## src/rtl/sim_status_dev.sv

```systemverilog
// Memory-mapped simulation status responder: TOHOST pass/fail, cycle watchdog, console FIFO.
// Optional retired-instruction counter at offset 0x10 enabled by macro SIM_STATUS_INSTRET_EN.
module sim_status_dev #(
    parameter logic [31:0] BASE_ADDR     = 32'h8000_0000,
    parameter int unsigned MAX_CYCLES    = 1000,
    parameter int unsigned CONSOLE_DEPTH = 8
) (
    input  logic        clk,
    input  logic        rst_n,
    input  logic        req_valid,
    input  logic        req_we,
    input  logic [31:0] req_addr,
    input  logic [31:0] req_wdata,
    input  logic [3:0]  req_be,
    output logic [31:0] rsp_rdata,
    output logic        hit,
    output logic        done,
    output logic        pass,
    output logic [30:0] fail_code,
    output logic        timeout,
    output logic [31:0] cycle_count,
    output logic        console_valid,
    output logic [7:0]  console_data,
    input  logic        console_ready,
    input  logic        instret_inc
);

    localparam int unsigned PTR_W = $clog2(CONSOLE_DEPTH);
    localparam int unsigned CNT_W = PTR_W + 1;

    typedef enum logic [2:0] {
        ST_IDLE    = 3'd0,
        ST_RUN     = 3'd1,
        ST_PASS    = 3'd2,
        ST_FAIL    = 3'd3,
        ST_TIMEOUT = 3'd4
    } state_t;

    state_t           state_q, state_d;
    logic [31:0]      cycle_q;
    logic [30:0]      fail_code_q;
    logic             overflow_q;
    logic [7:0]       fifo_mem [CONSOLE_DEPTH];
    logic [PTR_W-1:0] rd_ptr_q, wr_ptr_q;
    logic [CNT_W-1:0] occ_q;

    logic [2:0]  offset_c;
    logic        in_run_c, wr_c;
    logic        tohost_wr_c, tohost_pass_c, tohost_fail_c, timeout_hit_c;
    logic        push_c, pop_c, full_c, push_ok_c;
    logic [31:0] status_c, instret_val_c;

    // Address decode and access qualification
    assign offset_c      = req_addr[4:2];
    assign hit           = req_valid && (req_addr[31:5] == BASE_ADDR[31:5]);
    assign in_run_c      = (state_q == ST_RUN);
    assign wr_c          = hit && req_we;
    assign tohost_wr_c   = in_run_c && wr_c && (offset_c == 3'd0) && (req_be == 4'hF);
    assign tohost_pass_c = tohost_wr_c && (req_wdata == 32'd1);
    assign tohost_fail_c = tohost_wr_c && req_wdata[0] && (req_wdata != 32'd1);
    assign timeout_hit_c = in_run_c && (cycle_q == 32'(MAX_CYCLES - 1));

    assign push_c    = in_run_c && wr_c && (offset_c == 3'd3) && req_be[0];
    assign pop_c     = console_valid && console_ready;
    assign full_c    = (occ_q == CNT_W'(CONSOLE_DEPTH));
    assign push_ok_c = push_c && (!full_c || pop_c);

    always_ff @(posedge clk) begin
        if (!rst_n) state_q <= ST_IDLE;
        else        state_q <= state_d;
    end

    // TOHOST pass/fail outranks the watchdog in the same cycle
    always_comb begin
        state_d = state_q;
        case (state_q)
            ST_IDLE: state_d = ST_RUN;
            ST_RUN: begin
                if (tohost_pass_c)      state_d = ST_PASS;
                else if (tohost_fail_c) state_d = ST_FAIL;
                else if (timeout_hit_c) state_d = ST_TIMEOUT;
            end
            default: state_d = state_q;
        endcase
    end

    always_ff @(posedge clk) begin
        if (!rst_n) begin
            cycle_q     <= '0;
            fail_code_q <= '0;
        end else begin
            if (in_run_c)      cycle_q     <= cycle_q + 32'd1;
            if (tohost_fail_c) fail_code_q <= req_wdata[31:1];
        end
    end

    // Console FIFO control; a push while full is kept only if the head pops in the same cycle
    always_ff @(posedge clk) begin
        if (!rst_n) begin
            rd_ptr_q   <= '0;
            wr_ptr_q   <= '0;
            occ_q      <= '0;
            overflow_q <= 1'b0;
        end else begin
            if (push_ok_c) wr_ptr_q <= wr_ptr_q + PTR_W'(1);
            if (pop_c)     rd_ptr_q <= rd_ptr_q + PTR_W'(1);
            if (push_ok_c && !pop_c)      occ_q <= occ_q + CNT_W'(1);
            else if (!push_ok_c && pop_c) occ_q <= occ_q - CNT_W'(1);
            if (push_c && !push_ok_c) overflow_q <= 1'b1;
        end
    end

    always_ff @(posedge clk) begin
        if (rst_n && push_ok_c) fifo_mem[wr_ptr_q] <= req_wdata[7:0];
    end

`ifdef SIM_STATUS_INSTRET_EN
    logic [31:0] instret_q;

    always_ff @(posedge clk) begin
        if (!rst_n)                      instret_q <= '0;
        else if (in_run_c && instret_inc) instret_q <= instret_q + 32'd1;
    end

    assign instret_val_c = instret_q;

    logic unused_c;
    assign unused_c = &{1'b0, req_addr[1:0]};
`else
    assign instret_val_c = 32'd0;

    logic unused_c;
    assign unused_c = &{1'b0, req_addr[1:0], instret_inc};
`endif

    assign status_c = {21'd0, 7'(occ_q), overflow_q, state_q};

    // Same-cycle load data; the core selects it when hit is high
    always_comb begin
        rsp_rdata = 32'd0;
        if (hit) begin
            case (offset_c)
                3'd1:    rsp_rdata = cycle_q;
                3'd2:    rsp_rdata = status_c;
                3'd4:    rsp_rdata = instret_val_c;
                default: rsp_rdata = 32'd0;
            endcase
        end
    end

    assign done          = (state_q == ST_PASS) || (state_q == ST_FAIL) || (state_q == ST_TIMEOUT);
    assign pass          = (state_q == ST_PASS);
    assign timeout       = (state_q == ST_TIMEOUT);
    assign fail_code     = fail_code_q;
    assign cycle_count   = cycle_q;
    assign console_valid = (occ_q != '0);
    assign console_data  = console_valid ? fifo_mem[rd_ptr_q] : 8'h00;

endmodule

```

## config.mk

```make
export PLATFORM = sky130hd
export DESIGN_NAME = sim_status_dev
export DESIGN_NICKNAME = d
export VERILOG_FILES = /design/src/rtl/sim_status_dev.sv
export SDC_FILE = /design/constraint.sdc
export NUM_CORES = 1
export LEC_CHECK = 0
export BUFFER_PORTS_ARGS = -buffer_cell sky130_fd_sc_hd__buf_2
export CAP_MARGIN = 25
export CORE_ASPECT_RATIO = 1.4
export CORE_MARGIN = 2
export CORE_UTILIZATION = 50
export CTS_CLUSTER_SIZE = 10
export DETAILED_ROUTE_END_ITERATION = 16
export GPL_ROUTABILITY_DRIVEN = 0
export GPL_TIMING_DRIVEN = 0
export PLACE_DENSITY = 0.73
export SYNTH_ARGS = -nofsm -noshare
export SYNTH_HDL_FRONTEND = slang
export SYNTH_SLANG_ARGS = --single-unit
```

## constraint.sdc

```tcl
create_clock -name clk -period 3.1 [get_ports clk]
set_input_delay 0 -clock clk [delete_from_list [all_inputs] [get_ports clk]]
set_output_delay 0 -clock clk [all_outputs]
set_load 0.03 [all_outputs]
```

==> metrics.csv, run 1 <==
stage;metric;value;unit
outcome;result of the run;completed;
logic_synthesis;Post-Synthesis Net Count;665;
detailed_routing;number of routed nets with antenna violations;0;
clock_network;clock tree from TritonCTS;done;
logic_synthesis;post-synth cell types;46;
timing;Final Cycle Share;92.5;%
final_layout;number of antenna diodes;0;
logic_synthesis;number of instances in the synthesized netlist;584;
logic_synthesis;number of enable-type register cells in the synthesized netlist;64;
clock_network;clock root cell;clkbuf_16;
detailed_routing;met3 wirelength from detailed routing;749;µm
timing;final clock skew;7.44;ps
die;die height;139;µm
global_route;aggregate global routing overflow;0;
critical_path;critical-path cell list;or3_1, o311ai_1, nor4_4, ha_1, inv_1, ha_1, a21o_1, a21oi_1, xnor2_1, or3_1, a21oi_1;
logic_synthesis;combined area of all synthesized cells;6480;µm²
critical_path;slowest stage cell on the critical path;or3_1;
placement;Final HPWL DP;12300;µm
critical_path;required time of the worst setup path;3440;ps
timing;final number of setup-violating endpoints;0;
die;placement row count;49;
detailed_routing;routed length on met1;6700;µm
logic_synthesis;sequential element share of the synthesized area;54.4;%
critical_path;Worst Setup Path Type;reg2reg;
detailed_routing;DR WL met2;9070;µm
final_layout;number of filler cells placed in the layout;991;
critical_path;Worst setup EP type;flip-flop;
logic_synthesis;cells taking the most area after synthesis;edfxtp_1 (30%), dfxtp_1 (25%), mux2i_1 (6.8%);
logic_synthesis;top cell types by occurrence after synthesis;nand2_1 (82), dfxtp_1 (80), edfxtp_1 (64);
hold_path;hold path depth;4;
critical_path;critical path's top delay family;simple AND/OR/NAND/NOR gates;
critical_path;kind of launch point of the worst setup path;flip-flop;
final_layout;share of layout cells above drive strength 1;30.2;%
logic_synthesis;cell type with the largest total area after synthesis;edfxtp_1;
detailed_routing;Total Wirelength;17000;µm
logic_synthesis;most instantiated flip-flop cell in the synthesis netlist;dfxtp_1;
power_and_ir_drop;leak pwr;3.67;nW
clock_network;Clock Latency Late Sink;410;ps
timing;Tmin final;2870;ps
critical_path;worst-path fanout max;5;
final_layout;growth of design area from synthesis to finish;32.7;%
logic_synthesis;share of Yosys cell area claimed by the top area cell type;29.7;%
die;floorplan die area;13900;µm²
clock_network;number of buffers inserted during clock tree synthesis;17;
power_and_ir_drop;total power consumption of the routed design;4.35;mW
critical_path;logic depth of the worst register-to-register path;11;
critical_path;origin of the critical flop-to-flop path;occ_q[0];
detailed_routing;DRC errors left;0;
hold_path;Worst Hold End;wr_ptr_q[2];
clock_network;Num Clock Sinks;144;
clock_network;clock-pin slew of the registers on the worst-case setup and hold paths;60;ps
final_layout;Layout Nets;906;
clock_network;CTS Buffer Depth;2;
critical_path;Bufs and invs on worst path;1;
global_route;antenna violations before repair;0;
logic_synthesis;number of synthesized register bits;144;
power_and_ir_drop;largest voltage drop on the vdd net;0.368;mV
critical_path;capture point of the worst reg-to-reg path;occ_q[3];
die;count of boundary I/O pins;182;
die;die extent in x;100;µm
global_route;Total GRT Usage;25.3;%
timing;count of endpoints failing hold in the final timing report;0;
final_layout;final cell utilization of the core;67.4;%
critical_path;Worst EP arrival;3210;ps
critical_path;r2r setup slk;230;ps
logic_synthesis;synthesized area divided by synthesized cell count;11.1;µm²
global_route;via count of the first global-routing pass;5622;
run;# Max-Cap Violations;0;
timing;Slew Limit Headroom;44.8;%
detailed_routing;number of optimization iterations in the first detailed-route pass;5;
timing;Slew Limit Fails;0;
detailed_routing;routed via count divided by cell count;5.50;
timing;Worst Tran Pin Value;825;ps
logic_synthesis;most used standard cell by instance count after synthesis;nand2_1;
placement;count of input and output buffers;178;
logic_synthesis;share of flip-flops with an asynchronous set or reset after synthesis;0;%
clock_network;H-Tree Level Count;4;
logic_synthesis;count of warnings emitted by yosys;0;
final_layout;Finished Layout Cells;991;
detailed_routing;first-iteration detailed-routing DRC count;275;
power_and_ir_drop;Power Density;506;nW/µm²
global_route;wire length of the first global-routing pass;27900;µm
timing;Achievable Freq;349;MHz
placement;Cells after DPL;921;
timing;RSZ-0062 raised after global routing;false;
hold_path;Min-Delay Startpoint;req_addr[2];
die;core area;12800;µm²
die;Starting Density;50.8;%
hold_path;worst min-delay path category;in2reg;
critical_path;Worst path max stage delay;460;ps
global_route;largest net degree at the start of global routing;17;
detailed_routing;Routed WL per cell;17.1;µm
detailed_routing;max layer used;met4;
detailed_routing;routed vias;5447;
stage by stage:
stage	setup WS (ps)	setup TNS [ps]	cell area [µm²]	hold WS, ps
detailed placement	-201	-201	7610	270
floorplan	164	0	6480	98.9
global route	60.2	0	8590	88.6
CTS	17.7	0	8570	37.2
global placement	-116	-612	7560	256
finish	231	0	8590	76.7
cell families after synthesis:
family,synth area share (%)
XOR/XNOR,4.33
AO/OA/AOI/OAI,2.92
flip-flops,54.4
adder cells (fa/ha/maj),1.47
multiplexers,12.4
AND/OR/NAND/NOR,22.0
buffers and inverters,2.59
tightest hold or removal path: cells and delay by family:
kind,cells,cell delay (ps)
AO/OA/AOI/OAI,2,210
buffers and inverters,1,130
AND/OR/NAND/NOR,1,110
layout by cell type, fill, tap and decap left out, types with 9 or more instances in the layout:
| cell type | instances |
|---|---|
| a21oi_1 | 9 |
| and2_1 | 26 |
| buf_2 | 185 |
| buf_4 | 10 |
| clkbuf_1 | 21 |
| clkbuf_16 | 17 |
| dfxtp_1 | 80 |
| dlygate4sd3_1 | 34 |
| edfxtp_1 | 64 |
| inv_1 | 11 |
| mux2i_1 | 44 |
| mux4_2 | 16 |
| nand2_1 | 82 |
| nand3_1 | 15 |
| nand4_1 | 13 |
| nor2_1 | 57 |
| nor3_1 | 12 |
| nor4_1 | 28 |
| xnor2_1 | 24 |
registers in the layout, summed over array words and instances (netlist names), named ones only:
signal       cells
fifo_mem        64
cycle_count     32
fail_code       31
occ_q            4
rd_ptr_q         3
state_q          3
wr_ptr_q         3
overflow_q       1
layer usage:
metal	up-vias	track usage [%]
met3	39	5.59
met5	-	0
met2	182	44.8
met1	2638	29.8
met4	0	9.23
li1	2588	-
report_power, final:
group          internal (mW)  total, mW  leakage (nW)  switching, mW
sequential              1.99       2.00          1.22         0.0103
clock                   1.28       2.09         0.289          0.813
combinational          0.114      0.258          2.16          0.144
repair_timing:
action                                 4_1_cts  5_1_grt
resized for setup                            1        2
endpoints found under the hold margin       99        0
gates cloned                                 0        0
buffers inserted                             1        3
setup endpoints to repair                    1        1
hold buffers                                34        0
pin swaps                                    0        2
layout make-up:
class	count	area (µm²)	share of cell area (%)
clock buffers	18	429	4.99
multi-input cells	398	2800	32.5
flip-flops and latches	144	3520	41.0
well taps	153	191	2.23
inverters	11	41.3	0.480
repair buffers	222	1310	15.2
clock inverters	14	181	2.11
plain buffers	31	126	1.47
how the worst max path moves through the flow:
stage              from  endpoint  slack, ps  cells past startpoint
2_1_floorplan  occ_q[0]  occ_q[3]        160                     12
3_3_place_gp   occ_q[0]  occ_q[3]       -120                     12
3_5_place_dp   occ_q[0]  occ_q[3]       -200                     12
4_1_cts        occ_q[0]  occ_q[3]         20                     12
5_1_grt        occ_q[0]  occ_q[3]         60                     11
6_report       occ_q[0]  occ_q[3]        230                     11
Note: power is estimated with default switching activity, not from simulation.
==> run 2, diff against run 1 <==
--- a/config.mk
+++ b/config.mk
@@ -14,7 +14,7 @@
 export DETAILED_ROUTE_END_ITERATION = 16
 export GPL_ROUTABILITY_DRIVEN = 0
 export GPL_TIMING_DRIVEN = 0
-export PLACE_DENSITY = 0.73
+export PLACE_DENSITY = 0.76
 export SYNTH_ARGS = -nofsm -noshare
 export SYNTH_HDL_FRONTEND = slang
 export SYNTH_SLANG_ARGS = --single-unit
==> metrics.csv, run 2 (synthesis gave the netlist of run 1 again) <==
stage;metric;value;unit;change
placement;Cells after DPL;921;;unchanged
timing;count of endpoints failing hold in the final timing report;0;;unchanged
detailed_routing;first-iteration detailed-routing DRC count;252;;-8.4%
die;die height;139;µm;unchanged
critical_path;critical path's top delay family;compound AO/OA/AOI/OAI gates;;
run;# Max-Cap Violations;0;;unchanged
power_and_ir_drop;largest voltage drop on the vdd net;0.421;mV;+15%
critical_path;Worst path max stage delay;460;ps;about the same
clock_network;CTS Buffer Depth;2;;unchanged
timing;Slew Limit Fails;0;;unchanged
detailed_routing;routed via count divided by cell count;5.51;;+0.22%
clock_network;clock-pin slew of the registers on the worst-case setup and hold paths;60;ps;about the same
placement;Final HPWL DP;12200;µm;-0.15%
timing;RSZ-0062 raised after global routing;false;;
global_route;aggregate global routing overflow;0;;unchanged
die;placement row count;49;;unchanged
die;Starting Density;50.8;%;unchanged
detailed_routing;number of optimization iterations in the first detailed-route pass;4;;-1
final_layout;share of layout cells above drive strength 1;30.4;%;+0.24 points
final_layout;most frequent cells in the layout;buf_2 (186), nand2_1 (82), dfxtp_1 (80);;
power_and_ir_drop;Power Density;490;nW/µm²;-3.2%
clock_network;Clock Latency Late Sink;420;ps;about the same
detailed_routing;Total Wirelength;17200;µm;+1.2%
clock_network;Num Clock Sinks;144;;unchanged
final_layout;most flop-heavy register;fifo_mem;;
die;die extent in x;100;µm;unchanged
global_route;largest net degree at the start of global routing;17;;unchanged
die;floorplan die area;13900;µm²;unchanged
critical_path;kind of launch point of the worst setup path;flip-flop;;
global_route;Total GRT Usage;25.1;%;-0.26 points
timing;Slew Limit Headroom;45.5;%;+0.72 points
clock_network;clock root cell;clkbuf_16;;
critical_path;worst-path fanout max;5;;unchanged
global_route;via count of the first global-routing pass;5550;;-1.3%
critical_path;critical-path cell list;or3_1, o311ai_1, nor4_4, ha_1, inv_1, ha_1, a21o_1, a21oi_1, xnor2_1, or3_1, a21oi_1;;
clock_network;H-Tree Level Count;4;;unchanged
final_layout;growth of design area from synthesis to finish;32.1;%;
critical_path;slowest stage cell on the critical path;or3_1;;
timing;Achievable Freq;346;MHz;-0.74%
critical_path;Worst EP arrival;3240;ps;+30 ps
hold_path;worst min-delay path category;in2reg;;
final_layout;leading cell type in the layout, fill and taps excluded;buf_2;;
outcome;result of the run;completed;;
final_layout;Layout Nets;906;;unchanged
timing;Worst Tran Pin Value;811;ps;-14.0 ps
final_layout;Finished Layout Cells;991;;unchanged
detailed_routing;Routed WL per cell;17.3;µm;+1.2%
clock_network;number of buffers inserted during clock tree synthesis;17;;unchanged
die;count of boundary I/O pins;182;;unchanged
die;core area;12800;µm²;unchanged
critical_path;Worst setup EP type;flip-flop;;
detailed_routing;number of routed nets with antenna violations;0;;unchanged
timing;Final Cycle Share;93.2;%;+0.69 points
critical_path;Bufs and invs on worst path;1;;unchanged
placement;cell area after placement;7600;µm²;about the same
detailed_routing;DRC errors left;0;;unchanged
clock_network;clock tree from TritonCTS;done;;
final_layout;flip-flop count of the largest register after layout;64;;unchanged
final_layout;final cell utilization of the core;67.1;%;-0.27 points
critical_path;Worst Setup Path Type;reg2reg;;
timing;final number of setup-violating endpoints;0;;unchanged
final_layout;number of antenna diodes;0;;unchanged
timing;final clock skew;11.5;ps;+4.06 ps
power_and_ir_drop;leak pwr;3.65;nW;-0.47%
placement;count of input and output buffers;178;;unchanged
global_route;antenna violations before repair;0;;unchanged
detailed_routing;routed vias;5459;;+0.22%
global_route;wire length of the first global-routing pass;27300;µm;-2.0%
timing;Tmin final;2890;ps;+21.5 ps
critical_path;required time of the worst setup path;3450;ps;about the same
final_layout;post-route cell area;8560;µm²;-0.41%
[run 2: changes by cell type in the layout (fill, tap and decap cells not counted), sizes merged]
cell,before,now
inv,15,19
bufinv,3,0
clkbuf,39,38
[run 2: path summary, 6_finish.rpt]
| path | to | cells past startpoint | startpoint | slack [ps] |
|---|---|---|---|---|
| setup / recovery | occ_q[3] | 11 | occ_q[0] | 210 |
| hold reg to reg | fail_code[29] | 2 | fail_code[29] | 450 |
| hold / removal | wr_ptr_q[2] | 4 | req_addr[2] | 90 |
| setup reg to reg | occ_q[3] | 11 | occ_q[0] | 210 |
[run 2: layout make-up]
cell class	instances	area (µm²)
plain buffers	31	126
clock buffers	17	425
clock inverters	15	148
fillers	964	4190
inverters	11	41.3
multi-input cells	398	2800
flip-flops and latches	144	3520
well taps	153	191
repair buffers	222	1300
[run 2: layer usage]
layer / track usage, % / wire length [µm]
met4: 11.0 / 519
met1: 27.3 / 6490
met3: 5.19 / 796
met2: 46.1 / 9350
met5: 0 / 0
[run 2: worst min-delay path: stages]
cell,delay [ps]
buf_2,130
nand2_1,130
o31ai_1,90
a21oi_1,110
[run 2: report_power, final]
group          leakage, nW  internal (mW)  switching, mW
Sequential            1.22           1.99         0.0100
Combinational         2.16          0.114          0.146
Clock                0.273           1.06          0.871
Total                 3.65           3.16           1.03
[run 2: repair_timing]
action / 4_1_cts / 5_1_grt
pin swaps: 0 / 2
hold endpoints to repair: 100 / 0
resized for setup: 2 / 2
setup endpoints to repair: 4 / 13
hold buffers: 34 / 0
buffers inserted: 0 / 4
[run 2: through the flow]
step                setup TNS, ps  power [mW]  hold WS [ps]  setup WS, ps
floorplan                       0        2.15          98.9           164
global placement            -1400        2.25           257         -98.4
detailed placement           -360        2.25           263          -197
CTS                         -30.9        4.19          32.9         -30.9
global route                    0        4.30           125          46.1
finish                          0        4.19          88.8           210
